**src/rtl/playback_ctrl.sv**
```systemverilog
// Playback sequencer for a sample FIFO.
// Tracks a shadow copy of the FIFO occupancy, walks IDLE -> PREFILL -> PLAY,
// issues one FIFO read pulse per sample period while playing, throttles the
// upstream source with watermark hysteresis and keeps sticky error status.
// Every output comes straight from a flop; inputs only reach outputs through
// a clock edge.
module playback_ctrl #(
  parameter int CLK_DIV     = 1125,
  parameter int DEPTH       = 256,
  parameter int START_LEVEL = 128,
  parameter int HIGH_WM     = 224,
  parameter int LOW_WM      = 64
) (
  input  logic        clk,
  input  logic        rst,
  input  logic        enable,
  input  logic        wr_stb,
  input  logic        clr_flags,
  output logic        sample_tick,
  output logic        src_ready,
  output logic [8:0]  level,
  output logic [1:0]  state,
  output logic        overflow,
  output logic [15:0] underrun_cnt
);

  typedef enum logic [1:0] {
    IDLE    = 2'd0,
    PREFILL = 2'd1,
    PLAY    = 2'd2
  } state_t;

  // Parameters narrowed once to the widths they are compared against.
  localparam logic [8:0]  DEPTH_L   = 9'(DEPTH);
  localparam logic [8:0]  START_L   = 9'(START_LEVEL);
  localparam logic [8:0]  HIGH_L    = 9'(HIGH_WM);
  localparam logic [8:0]  LOW_L     = 9'(LOW_WM);
  localparam logic [15:0] DIV_LAST  = 16'(CLK_DIV - 1);
  localparam logic [15:0] UCNT_MAX  = 16'hFFFF;

  state_t      state_q;
  logic [15:0] div_q;

  logic wr_acc;       // write the FIFO will actually take
  logic ovf_ev;       // write strobe that hits a full FIFO
  logic term_cnt;     // end of a sample period while playing and enabled
  logic tick_ev;      // terminal count with data available
  logic underrun_ev;  // terminal count with nothing to play

  assign wr_acc      = wr_stb && (level < DEPTH_L);
  assign ovf_ev      = wr_stb && (level == DEPTH_L);
  // enable=0 overrides everything, so a period ending as playback is
  // disabled neither ticks nor counts as an underrun.
  assign term_cnt    = (state_q == PLAY) && enable && (div_q == DIV_LAST);
  assign tick_ev     = term_cnt && (level != 9'd0);
  assign underrun_ev = term_cnt && (level == 9'd0);

  assign state = state_q;

  // Shadow occupancy: +1 on an accepted write, -1 on a read pulse, both cancel.
  // NOTE: rst is sampled only on the clock edge (synchronous), and all
  // sequential state uses non-blocking assignments so every flop sees the
  // pre-edge values of the others.
  always_ff @(posedge clk) begin
    if (rst) begin
      level <= 9'd0;
    end else begin
      unique case ({wr_acc, sample_tick})
        2'b10:   level <= level + 9'd1;
        2'b01:   level <= level - 9'd1;
        default: level <= level;
      endcase
    end
  end

  // Playback FSM with its sample-period divider and the registered read pulse.
  always_ff @(posedge clk) begin
    if (rst) begin
      state_q     <= IDLE;
      div_q       <= 16'd0;
      sample_tick <= 1'b0;
    end else begin
      sample_tick <= 1'b0;
      div_q       <= 16'd0;
      if (!enable) begin
        state_q <= IDLE;
      end else begin
        unique case (state_q)
          IDLE: state_q <= PREFILL;
          PREFILL: begin
            if (level >= START_L) state_q <= PLAY;
          end
          PLAY: begin
            if (underrun_ev) begin
              state_q <= PREFILL;
            end else begin
              div_q       <= (div_q == DIV_LAST) ? 16'd0 : div_q + 16'd1;
              sample_tick <= tick_ev;
            end
          end
          default: state_q <= IDLE;
        endcase
      end
    end
  end

  // Upstream flow control with hysteresis between the two watermarks.
  always_ff @(posedge clk) begin
    if (rst) begin
      src_ready <= 1'b1;
    end else if (level >= HIGH_L) begin
      src_ready <= 1'b0;
    end else if (level <= LOW_L) begin
      src_ready <= 1'b1;
    end
  end

  // Sticky status; an event in the same cycle as clr_flags survives the clear.
  always_ff @(posedge clk) begin
    if (rst) begin
      overflow     <= 1'b0;
      underrun_cnt <= 16'd0;
    end else begin
      if (ovf_ev)         overflow <= 1'b1;
      else if (clr_flags) overflow <= 1'b0;

      if (clr_flags) begin
        underrun_cnt <= underrun_ev ? 16'd1 : 16'd0;
      end else if (underrun_ev && (underrun_cnt != UCNT_MAX)) begin
        underrun_cnt <= underrun_cnt + 16'd1;
      end
    end
  end

endmodule

```
**config.mk**
```make
export PLATFORM = sky130hd
export DESIGN_NAME = playback_ctrl
export DESIGN_NICKNAME = d
export VERILOG_FILES = /design/src/rtl/playback_ctrl.sv
export SDC_FILE = /design/constraint.sdc
export NUM_CORES = 1
export LEC_CHECK = 0
export CELL_PAD_IN_SITES_DETAIL_PLACEMENT = 0
export CELL_PAD_IN_SITES_GLOBAL_PLACEMENT = 1
export CORE_UTILIZATION = 42
export DETAILED_ROUTE_END_ITERATION = 7
export GPL_TIMING_DRIVEN = 0
export PLACE_DENSITY = 0.89
export SLEW_MARGIN = 20
export SYNTH_ARGS = -nofsm -noshare
export SYNTH_HDL_FRONTEND = slang
export SYNTH_SLANG_ARGS = --single-unit
export TNS_END_PERCENT = 30
```
**constraint.sdc**
```tcl
create_clock -name clk -period 3.9 [get_ports clk]
set_input_delay 0.39 -clock clk [delete_from_list [all_inputs] [get_ports clk]]
set_output_delay 0.39 -clock clk [all_outputs]
set_load 0.1 [all_outputs]
```
==> metrics.log, run 1 <==
INFO  metric crit_path_capture_type = flip-flop
INFO  metric final_min_period = 3.452 ns
INFO  metric grt_first_pass_wirelength = 11.04 mm
INFO  metric cp_common_cell = sky130_fd_sc_hd__ha_1
INFO  metric drt_pass1_iterations = 4
INFO  metric synthCells = 336
INFO  metric worstPathRequired = 4.09 ns
INFO  metric detail_route.drc_violations = 0
INFO  metric critical_path.max_stage_delay = 0.52 ns
INFO  metric postRouteWirelength = 6.455 mm
INFO  metric most-common-layout-cells = sky130_fd_sc_hd__dfxtp_1 (46), sky130_fd_sc_hd__nor2_1 (38), sky130_fd_sc_hd__clkdlybuf4s50_1 (34)
INFO  metric worst_voltage_drop_across_the_vdd_grid = 196.3 uV
INFO  metric cts_tree = done
INFO  metric max_cap_violations = 0
INFO  metric post_route_cells_drive_above_1_share = 8.995%
INFO  metric routed-via-count = 2558
INFO  metric synth-warning-count = 0
INFO  metric start_kind = flip-flop
INFO  metric num-nets-final = 388
INFO  metric drt-vias-per-instance = 5.622
INFO  metric tightest_slew = 0.9945 ns
INFO  metric cts-root-to-sink-buffers = 2
INFO  metric highest_fanout_seen_on_the_critical_path = 10
INFO  metric grt_setup_unrepaired = false
INFO  metric switchingPower = 0.0002230 W
INFO  metric final-max-slew-violation-count = 0
INFO  metric antenna_found_initial = 0
INFO  metric max_clock_freq = 289.7 MHz
INFO  metric power_report.internal_total = 0.0006386 W
INFO  metric io_pins = 35
INFO  metric hpwl_dp = 4.727 mm
INFO  metric worstHoldPathType = flip-flop to flip-flop
INFO  metric critical_path_s_top_delay_family = buffers and inverters
INFO  metric finalCoreUtilization = 52.10%
INFO  metric ys.flop_type = sky130_fd_sc_hd__dfxtp_1
INFO  metric diodes = 0
INFO  metric cts_buffers = 5
INFO  metric overall_global_routing_resource_usage = 19.08%
INFO  metric dpl-instance-area = 3212 sq um
INFO  metric grt_remaining_overflow = 0
INFO  metric htreeDepth = 2
INFO  metric clock_insertion_delay_worst_skew = 0.30 ns
INFO  metric synth_top_cell_by_area = sky130_fd_sc_hd__dfxtp_1
INFO  metric wire_per_inst = 14.19 um
INFO  metric fp.dieArea = 6936 sq um
INFO  metric synth_sequential_area_ratio = 33.18%
INFO  metric first_global_vias = 2286
INFO  metric slew-limit-headroom = 33.49%
INFO  metric cell_types_with_the_largest_area_share_after_synthesis = sky130_fd_sc_hd__dfxtp_1 (33%), sky130_fd_sc_hd__nor2_1 (5.1%), sky130_fd_sc_hd__xor2_1 (3.5%), sky130_fd_sc_hd__or3_1 (3.4%), sky130_fd_sc_hd__nand2_1 (3.0%)
INFO  metric post_synthesis_cell_type_count = 65
INFO  metric setup_violations = 0
INFO  metric mostFrequentLayoutCell = sky130_fd_sc_hd__dfxtp_1
INFO  metric area.growth.synth_to_final = 19.21%
INFO  metric final.setup.tns = 0 ns
INFO  metric nFillCells = 631
INFO  metric cts_sinks = 46
INFO  metric synth_fp_nets = 347
INFO  metric dp_worst_setup_slack = 0.1388 ns
INFO  metric arrival = 3.64 ns
INFO  metric avgSynthCellArea = 8.259 sq um
INFO  metric clk_root_buffer_cell = sky130_fd_sc_hd__clkbuf_8
INFO  metric cpMaxStageDelayCell = sky130_fd_sc_hd__or4b_1
INFO  metric post_detailed_route_count_of_antenna_violating_nets = 0
INFO  metric power_per_cell_area = 260.5 nW/um^2
INFO  metric ys_async_sr_fraction = 0%
INFO  metric status = finished, final reports clean
INFO  metric power = 0.0008617 W
INFO  metric worst_slack = 0.4476 ns
INFO  metric buffer_ports.inserted = 34
INFO  metric crit_buf_inv = 3
INFO  metric chipHeight = 83.29 um
INFO  metric timing.final.crit_share = 88.52%
INFO  metric fp-row-count = 29
INFO  metric detail_route.iter0.violations = 129
INFO  metric seq_power_share = 55.1%
INFO  metric maximum_number_of_pins_on_one_net_before_global_route_repair = 15
INFO  metric chipWidth = 83.29 um
INFO  metric power.clock.fraction = 36.1%
INFO  metric critical_path.cell_chain = clkbuf_1, nand2b_1, ha_1, buf_2, clkbuf_2, xor2_1, ha_1, a21boi_0, o22ai_1, or4b_1, o311ai_1, mux2_2
INFO  metric timing_worst_setup_path_type = flip-flop to flip-flop
INFO  metric number_of_enable_type_register_cells_in_the_synthesized_netlist = 0
INFO  metric combinational_power_share = 8.8%
INFO  metric place.gp.congestion = 0.8021
INFO  metric post_cts_hold_buffer_count = 0
INFO  metric final_hold_viol_count = 0
INFO  metric total_setup_buffers_inserted_after_cts = 0
INFO  metric start_util = 43.70%
INFO  metric netSwitchingFraction = 25.88%
INFO  metric yosys.area.top_type_share = 33.18%
INFO  metric static-leakage-power = 1.171 nW
INFO  metric synth_area = 2775 sq um
INFO  metric path_clk_slew = 0.09 ns
INFO  metric placeable_core_region = 6350 sq um
INFO  metric synth.ff_latch_count = 46
INFO  metric final_cell_area = 3308 sq um
INFO  metric skew = 0.009214 ns
cells by family after synthesis:
group	after synthesis	synth area share, %
xor+xnor	20	6.312
buf+inv	31	5.004
simple gates	161	34.63
fa+ha+maj	6	2.705
mux	8	3.021
compound gates	64	15.15
flops	46	33.18
cells in the mapped netlist (3+ instances only):
cell type                  number
sky130_fd_sc_hd__or3_1         15
sky130_fd_sc_hd__a21boi_0       3
sky130_fd_sc_hd__and3_1         4
sky130_fd_sc_hd__nor3_1         9
sky130_fd_sc_hd__nand3_1       16
sky130_fd_sc_hd__mux2i_1        5
sky130_fd_sc_hd__nand3b_1       3
sky130_fd_sc_hd__clkbuf_1      12
sky130_fd_sc_hd__or4_1          3
sky130_fd_sc_hd__nor2_1        38
sky130_fd_sc_hd__a21oi_1       16
sky130_fd_sc_hd__xor2_1        11
sky130_fd_sc_hd__o21ai_0       16
sky130_fd_sc_hd__xnor2_1        9
sky130_fd_sc_hd__nor4_1         5
sky130_fd_sc_hd__inv_1         10
sky130_fd_sc_hd__nand2_1       22
sky130_fd_sc_hd__nor2b_1        6
sky130_fd_sc_hd__buf_2          5
sky130_fd_sc_hd__nand2b_1       3
sky130_fd_sc_hd__or2_2          3
sky130_fd_sc_hd__o211ai_1       3
sky130_fd_sc_hd__ha_1           6
sky130_fd_sc_hd__dfxtp_1       46
sky130_fd_sc_hd__mux2_2         3
sky130_fd_sc_hd__o31ai_1        3
sky130_fd_sc_hd__nand4_1       12
path summary, 6_finish.rpt:
path	depth (start not counted)	slack, ns	from	to
worst min register to register	1	0.49	div_q[0]	div_q[0]
worst min-delay path	1	0.49	div_q[0]	div_q[0]
worst max-delay path	12	0.45	level[8]	level[8]
worst max register to register	12	0.45	level[8]	level[8]
area by class of cell:
class / instances / area, sq um / share of cell area (%)
multi-input combinational: 259 / 1715 / 51.85
sequential: 46 / 920.9 / 27.84
timing repair buffer: 34 / 340.3 / 10.29
buffer: 21 / 102.6 / 3.101
tap: 77 / 96.34 / 2.912
clock buffer: 6 / 82.58 / 2.496
inverter: 10 / 37.54 / 1.135
clock inverter: 2 / 12.51 / 0.3782
power groups by stage:
stage / combinational [W] / sequential [W] / clock (W)
2_1_floorplan: 0.0000347 / 0.000505 / 0
3_3_place_gp: 0.0000749 / 0.000486 / 0
6_report: 0.0000761 / 0.000475 / 0.000311
4_1_cts: 0.0000759 / 0.000475 / 0.000319
3_5_place_dp: 0.0000753 / 0.000486 / 0
5_1_grt: 0.0000815 / 0.000475 / 0.000340
stage by stage:
step | std cells | hold slack, ns
2_1_floorplan | 336 | 0.4412
3_3_place_gp | 447 | 0.4596
3_5_place_dp | 447 | 0.4729
4_1_cts | 455 | 0.4933
5_1_grt | 455 | 0.5286
6_report | 455 | 0.4869
timing repair:
| item | in CTS | in global routing |
|---|---|---|
| resized for setup | 0 | 2 |
| setup endpoints to repair | 0 | 1 |
| hold endpoints to repair | 0 | 0 |
per-layer routing:
metal  global-route usage, %  part of all wire, %  routed length (um)
met1                   26.42                   48                3114
met2                   31.37                   47                3019
met3                   3.380                  4.1                 266
met4                   3.292                 0.85                  55
met5                       0                    0                   0
sequential cells by signal, summed over array words and instances, names as in the netlist:
register	flops
underrun_cnt	16
src_ready	1
overflow	1
sample_tick	1
div_q	16
state	2
level	9
Note: power is estimated with default switching activity, not from simulation.
==> inputs of run 2 (changes only) <==
Settings changed: CORE_MARGIN set to 2.
==> run 2 against run 1 <==
Net effect:
- sequential share of layout area about the same
- wire length up 1.1%
- worst hold slack worse by 0.0048 ns
- register-to-register slack worse by 0.05 ns
- setup slack worse by 0.045 ns
- critical path depth unchanged
- die area up 4.9%
- cell area down 0.15%
- via count up 0.86%
- first-iteration DRC count down 7.8%
- total power down 1.1%
- cell count unchanged
- highest routed layer unchanged
==> metrics.log, run 2 (synthesis gave the netlist of run 1 again) <==
INFO  metric cts_tree = done (unchanged)
INFO  metric antenna_found_initial = 0 (unchanged)
INFO  metric path_clk_slew = 0.09 ns (about the same)
INFO  metric static-leakage-power = 1.168 nW (was 1.171 nW)
INFO  metric wire_per_inst = 14.35 um (was 14.19 um)
INFO  metric chipWidth = 85.29 um (was 83.29 um)
INFO  metric final_min_period = 3.497 ns (was 3.452 ns)
INFO  metric nFillCells = 618 (was 631)
INFO  metric cts_buffers = 5 (unchanged)
INFO  metric maximum_number_of_pins_on_one_net_before_global_route_repair = 16 (was 15)
INFO  metric placeable_core_region = 6386 sq um (was 6350 sq um)
INFO  metric area.growth.synth_to_final = 19.03% (was 19.21%)
INFO  metric clock_insertion_delay_worst_skew = 0.30 ns (about the same)
INFO  metric post_route_cells_drive_above_1_share = 8.995% (unchanged)
INFO  metric place.gp.congestion = 0.8198 (was 0.8021)
INFO  metric buffer_ports.inserted = 34 (unchanged)
INFO  metric cts-root-to-sink-buffers = 2 (unchanged)
INFO  metric max_cap_violations = 0 (unchanged)
INFO  metric overall_global_routing_resource_usage = 18.37% (was 19.08%)
INFO  metric num-nets-final = 388 (unchanged)
INFO  metric max_clock_freq = 285.9 MHz (was 289.7 MHz)
INFO  metric routed-via-count = 2580 (was 2558)
INFO  metric clk_root_buffer_cell = sky130_fd_sc_hd__clkbuf_8 (unchanged)
INFO  metric worstPathRequired = 4.10 ns (was 4.09 ns)
INFO  metric drt_pass1_iterations = 4 (unchanged)
INFO  metric worst_slack = 0.4026 ns (was 0.4476 ns)
INFO  metric tightest_slew = 0.9721 ns (was 0.9945 ns)
INFO  metric chipHeight = 85.29 um (was 83.29 um)
INFO  metric grt_remaining_overflow = 0 (unchanged)
INFO  metric first_global_vias = 2370 (was 2286)
INFO  metric io_pins = 35 (unchanged)
INFO  metric start_util = 43.46% (was 43.70%)
INFO  metric status = finished, final reports clean (unchanged)
INFO  metric worstHoldPathType = flip-flop to flip-flop (unchanged)
INFO  metric fp.dieArea = 7274 sq um (was 6936 sq um)
INFO  metric cts.repair.resized = 0 (unchanged)
INFO  metric htreeDepth = 2 (unchanged)
INFO  metric start_kind = flip-flop (unchanged)
INFO  metric final.setup.tns = 0 ns (unchanged)
INFO  metric hpwl_dp = 4.800 mm (was 4.727 mm)
INFO  metric slew-limit-headroom = 34.99% (was 33.49%)
INFO  metric grt_setup_unrepaired = false (unchanged)
INFO  metric post_detailed_route_count_of_antenna_violating_nets = 0 (unchanged)
INFO  metric drt-vias-per-instance = 5.670 (was 5.622)
INFO  metric setup_violations = 0 (unchanged)
INFO  metric fp-row-count = 29 (unchanged)
INFO  metric cts_sinks = 46 (unchanged)
INFO  metric final-max-slew-violation-count = 0 (unchanged)
INFO  metric worst_voltage_drop_across_the_vdd_grid = 167.2 uV (was 196.3 uV)
INFO  metric dpl-instance-area = 3212 sq um (unchanged)
INFO  metric power_per_cell_area = 258.0 nW/um^2 (was 260.5 nW/um^2)
INFO  metric detail_route.iter0.violations = 119 (was 129)
INFO  metric highest_fanout_seen_on_the_critical_path = 10 (unchanged)
INFO  metric dp_worst_setup_slack = 0.1801 ns (was 0.1388 ns)
INFO  metric final_cell_area = 3303 sq um (was 3308 sq um)
INFO  metric total_setup_buffers_inserted_after_cts = 0 (unchanged)
INFO  metric post_cts_hold_buffer_count = 0 (unchanged)
INFO  metric most-common-layout-cells = sky130_fd_sc_hd__dfxtp_1 (46), sky130_fd_sc_hd__nor2_1 (38), sky130_fd_sc_hd__clkdlybuf4s50_1 (34) (unchanged)
INFO  metric timing_worst_setup_path_type = flip-flop to flip-flop (unchanged)
INFO  metric crit_path_capture_type = flip-flop (unchanged)
INFO  metric final_hold_viol_count = 0 (unchanged)
INFO  metric grt_first_pass_wirelength = 11.09 mm (was 11.04 mm)
INFO  metric timing.final.crit_share = 89.68% (was 88.52%)
INFO  metric largestRegisters = div_q x16, underrun_cnt x16, level x9 (unchanged)
INFO  metric diodes = 0 (unchanged)
INFO  metric skew = 0.007103 ns (was 0.009214 ns)
INFO  metric postRouteWirelength = 6.528 mm (was 6.455 mm)
INFO  metric arrival = 3.69 ns (was 3.64 ns)
INFO  metric mostFrequentLayoutCell = sky130_fd_sc_hd__dfxtp_1 (unchanged)
INFO  metric detail_route.drc_violations = 0 (unchanged)
## run 2: changes by cell type in the layout (fill, tap and decap cells not counted), sizes merged
cell	before	now
clkinv	1	2
clkbuf	19	18
## run 2: worst paths after layout
kind,start,to,slack [ns],depth (start not counted)
max,level[8],level[8],0.40,12
min,overflow,overflow,0.48,2
max reg2reg,level[8],level[8],0.40,12
min reg2reg,overflow,overflow,0.48,2
## run 2: layout make-up
type / instances / area, sq um / share of cell area [%]
sequential: 46 / 920.9 / 27.88
inverter: 10 / 37.54 / 1.136
clock inverter: 3 / 21.27 / 0.6439
timing repair buffer: 34 / 340.3 / 10.30
buffer: 21 / 102.6 / 3.106
clock buffer: 5 / 68.82 / 2.083
tap: 77 / 96.34 / 2.917
multi-input combinational: 259 / 1715 / 51.93
## run 2: power breakdown
group / switching (W) / internal [W]
Clock: 0.000175 / 0.000126
Combinational: 0.0000520 / 0.0000238
Sequential: 0.00000285 / 0.000472
## run 2: worst max-delay path: stages, from the launching register on
cell and delay [ns]:
sky130_fd_sc_hd__dfxtp_1 0.34, sky130_fd_sc_hd__clkbuf_1 0.32, sky130_fd_sc_hd__nand2b_1 0.19, sky130_fd_sc_hd__ha_1 0.25, sky130_fd_sc_hd__buf_2 0.23, sky130_fd_sc_hd__clkbuf_2 0.28
sky130_fd_sc_hd__xor2_1 0.20, sky130_fd_sc_hd__ha_1 0.22, sky130_fd_sc_hd__a21boi_0 0.19, sky130_fd_sc_hd__o22ai_1 0.16, sky130_fd_sc_hd__or4b_1 0.53, sky130_fd_sc_hd__o311ai_1 0.10
sky130_fd_sc_hd__mux2_2 0.37
## run 2: layer usage
metal,up-vias,global-route usage [%],share of wire (%)
met5,-,0,0
met4,0,4.762,0.67
met3,5,3.794,3.6
met2,53,28.20,44
met1,1219,26.24,52
li1,1303,-,-
## run 2: per-stage QoR
step / hold slack (ns) / util [%] / total power [W] / std cells
3_3_place_gp: 0.4619 / 50.29 / 0.0005601 / 447
5_1_grt: 0.5238 / 51.72 / 0.0008885 / 455
6_report: 0.4821 / 51.72 / 0.0008523 / 455
4_1_cts: 0.4832 / 51.70 / 0.0008630 / 455
3_5_place_dp: 0.4700 / 50.29 / 0.0005610 / 447
2_1_floorplan: 0.4412 / - / 0.0005399 / 336
==> inputs of run 3 (changes only) <==
Clock period 3.9 ns to 3.4 ns, I/O delays scaled along.
==> run 3 against run 2 <==
Net effect:
- global-route usage down 0.54 points
- via count up 0.19%
- largest power group unchanged
- clock skew down 0.0043 ns
- count of clock-buffer cells in the layout up 1
- cell count down 0.22%
- sequential power up 15%
- cell area up 0.76%
- setup slack worse by 0.17 ns
- flip-flop and latch count unchanged
- clock power up 35%
- sequential share of layout area down 0.059 points
==> metrics.log, run 3 (synthesis gave the netlist of run 1 again) <==
INFO  metric mostFrequentLayoutCell = sky130_fd_sc_hd__dfxtp_1 (unchanged)
INFO  metric cpMaxStageDelayCell = sky130_fd_sc_hd__or4b_1 (unchanged)
INFO  metric fp-row-count = 29 (unchanged)
INFO  metric worstPathRequired = 3.59 ns (was 4.10 ns)
INFO  metric overall_global_routing_resource_usage = 17.83% (was 18.37%)
INFO  metric static-leakage-power = 1.177 nW (was 1.168 nW)
INFO  metric io_pins = 35 (unchanged)
INFO  metric grt_setup_unrepaired = false (unchanged)
INFO  metric power = 0.001039 W (was 0.0008523 W)
INFO  metric buffer_ports.inserted = 34 (unchanged)
INFO  metric largestRegisters = div_q x16, underrun_cnt x16, level x9 (unchanged)
INFO  metric place.detailed.instances = 447 (unchanged)
INFO  metric first_global_vias = 2187 (was 2370)
INFO  metric cts_tree = done (unchanged)
INFO  metric arrival = 3.36 ns (was 3.69 ns)
INFO  metric num-nets-final = 387 (was 388)
INFO  metric total_setup_buffers_inserted_after_cts = 0 (unchanged)
INFO  metric grt_first_pass_wirelength = 10.74 mm (was 11.09 mm)
INFO  metric highest_fanout_seen_on_the_critical_path = 10 (unchanged)
INFO  metric post_cts_hold_buffer_count = 0 (unchanged)
INFO  metric start_kind = input port (was flip-flop)
INFO  metric critical_path.max_stage_delay = 0.52 ns (was 0.53 ns)
INFO  metric status = finished, final reports clean (unchanged)
INFO  metric multi_input_area = 1718 sq um (was 1715 sq um)
INFO  metric power_per_cell_area = 312.0 nW/um^2 (was 258.0 nW/um^2)
INFO  metric detail_route.iter0.violations = 167 (was 119)
INFO  metric final_min_period = 3.172 ns
INFO  metric post_route_cells_drive_above_1_share = 9.549% (was 8.995%)
INFO  metric clk_root_buffer_cell = sky130_fd_sc_hd__clkbuf_8 (unchanged)
INFO  metric start_util = 43.46% (unchanged)
INFO  metric most-common-layout-cells = sky130_fd_sc_hd__dfxtp_1 (44), sky130_fd_sc_hd__nor2_1 (38), sky130_fd_sc_hd__clkdlybuf4s50_1 (34) (was sky130_fd_sc_hd__dfxtp_1 (46), sky130_fd_sc_hd__nor2_1 (38), sky130_fd_sc_hd__clkdlybuf4s50_1 (34))
INFO  metric path_clk_slew = 0.09 ns (about the same)
INFO  metric setup_violations = 0 (unchanged)
INFO  metric skew = 0.002838 ns (was 0.007103 ns)
INFO  metric grt_remaining_overflow = 0 (unchanged)
INFO  metric final_hold_viol_count = 0 (unchanged)
INFO  metric max_clock_freq = 315.2 MHz
INFO  metric final-max-slew-violation-count = 0 (unchanged)
INFO  metric slew-limit-headroom = 34.99% (unchanged)
INFO  metric tightest_slew = 0.9721 ns (about the same)
INFO  metric place.gp.congestion = 0.8153 (was 0.8198)
INFO  metric clock_insertion_delay_worst_skew = 0.30 ns (about the same)
INFO  metric dpl-instance-area = 3217 sq um (was 3212 sq um)
INFO  metric chipHeight = 85.29 um (unchanged)
INFO  metric drt_pass1_iterations = 4 (unchanged)
INFO  metric chipWidth = 85.29 um (unchanged)
INFO  metric antenna_found_initial = 0 (unchanged)
INFO  metric worst_voltage_drop_across_the_vdd_grid = 210.1 uV (was 167.2 uV)
INFO  metric timing_worst_setup_path_type = input port to flip-flop (was flip-flop to flip-flop)
INFO  metric nFillCells = 625 (was 618)
INFO  metric layout.area.seq = 925.9 sq um (was 920.9 sq um)
INFO  metric worstHoldPathType = flip-flop to flip-flop (unchanged)
INFO  metric critical_path.cell_chain = clkdlybuf4s50_1, nand2b_1, ha_1, buf_2, clkbuf_4, xor2_1, ha_2, a21boi_0, o22ai_1, or4b_1, o311ai_1, mux2_2 (was clkbuf_1, nand2b_1, ha_1, buf_2, clkbuf_2, xor2_1, ha_1, a21boi_0, o22ai_1, or4b_1, o311ai_1, mux2_2)
INFO  metric maximum_number_of_pins_on_one_net_before_global_route_repair = 15 (was 16)
INFO  metric dp_worst_setup_slack = -0.2607 ns (was 0.1801 ns)
INFO  metric drt-vias-per-instance = 5.694 (was 5.670)
INFO  metric cts-root-to-sink-buffers = 2 (unchanged)
INFO  metric final_cell_area = 3328 sq um (was 3303 sq um)
INFO  metric timing.final.crit_share = 93.30%
INFO  metric diodes = 0 (unchanged)
INFO  metric placeable_core_region = 6386 sq um (unchanged)
INFO  metric routed-via-count = 2585 (was 2580)
INFO  metric post_detailed_route_count_of_antenna_violating_nets = 0 (unchanged)
INFO  metric detail_route.drc_violations = 0 (unchanged)
INFO  metric cts_buffers = 5 (unchanged)
INFO  metric max_cap_violations = 0 (unchanged)
INFO  metric hpwl_dp = 4.798 mm (was 4.800 mm)
INFO  metric fp.dieArea = 7274 sq um (unchanged)
INFO  metric worst_slack = 0.2279 ns (was 0.4026 ns)
INFO  metric postRouteWirelength = 6.456 mm (was 6.528 mm)
INFO  metric finish.cell_count_without_fillers = 454 (was 455)
INFO  metric area.growth.synth_to_final = 19.93% (was 19.03%)
INFO  metric cts_sinks = 46 (unchanged)
INFO  metric wire_per_inst = 14.22 um (was 14.35 um)
INFO  metric htreeDepth = 2 (unchanged)
INFO  metric crit_path_capture_type = flip-flop (unchanged)
-- run 3: report_power, final --
group	internal [W]	switching, W
Clock	0.000220	0.000188
Sequential	0.000541	0.00000321
Combinational	0.0000276	0.0000595
Total	0.000788	0.000250
-- run 3: routing by layer --
layer  track usage (%)  part of all wire [%]  vias to the layer above
li1                  -                     -                     1302
met4             3.752                  0.68                        0
met1             26.07                    50                     1218
met3             2.918                   4.2                        6
met2             27.63                    45                       59
met5                 0                     0                        -
-- run 3: worst max-delay path, delay by kind of cell --
family	cells	cell delay, ns
buffers and inverters	3	0.91
and+or+nand+nor	2	0.65
adders and majority gates	2	0.48
AOI/OAI and AO/OA	3	0.45
muxes	1	0.37
xor gates and xnor gates	1	0.17
-- run 3: metrics by stage --
step	utilization, %	TNS [ns]	hold WS, ns
2_1_floorplan	-	0	0.4412
3_3_place_gp	50.37	-0.4834	0.4582
3_5_place_dp	50.37	-0.5309	0.4667
4_1_cts	52.04	0	0.4888
5_1_grt	52.12	0	0.5363
6_report	52.12	0	0.4844
-- run 3: worst paths after layout --
check / depth (start not counted) / slack, ns / start / endpoint
worst max register to register: 11 / 0.27 / level[8] / level[8]
worst min register to register: 1 / 0.48 / div_q[0] / div_q[0]
worst min-delay path: 1 / 0.48 / div_q[0] / div_q[0]
worst max-delay path: 12 / 0.23 / wr_stb / level[8]
-- run 3: repair_timing --
action | 4_1_cts | 5_1_grt
gates resized for setup | 1 | 3
endpoints found under the hold margin | 0 | 0
endpoints found under the setup margin | 3 | 1
-- run 3: layout make-up --
cell class | count | area share, %
Clock buffer | 6 | 2.180
Timing Repair Buffer | 34 | 10.23
Inverter | 10 | 1.128
Buffer | 20 | 3.045
Tap cell | 77 | 2.895
Clock inverter | 2 | 1.090
Multi-Input combinational cell | 259 | 51.62
Sequential cell | 46 | 27.82
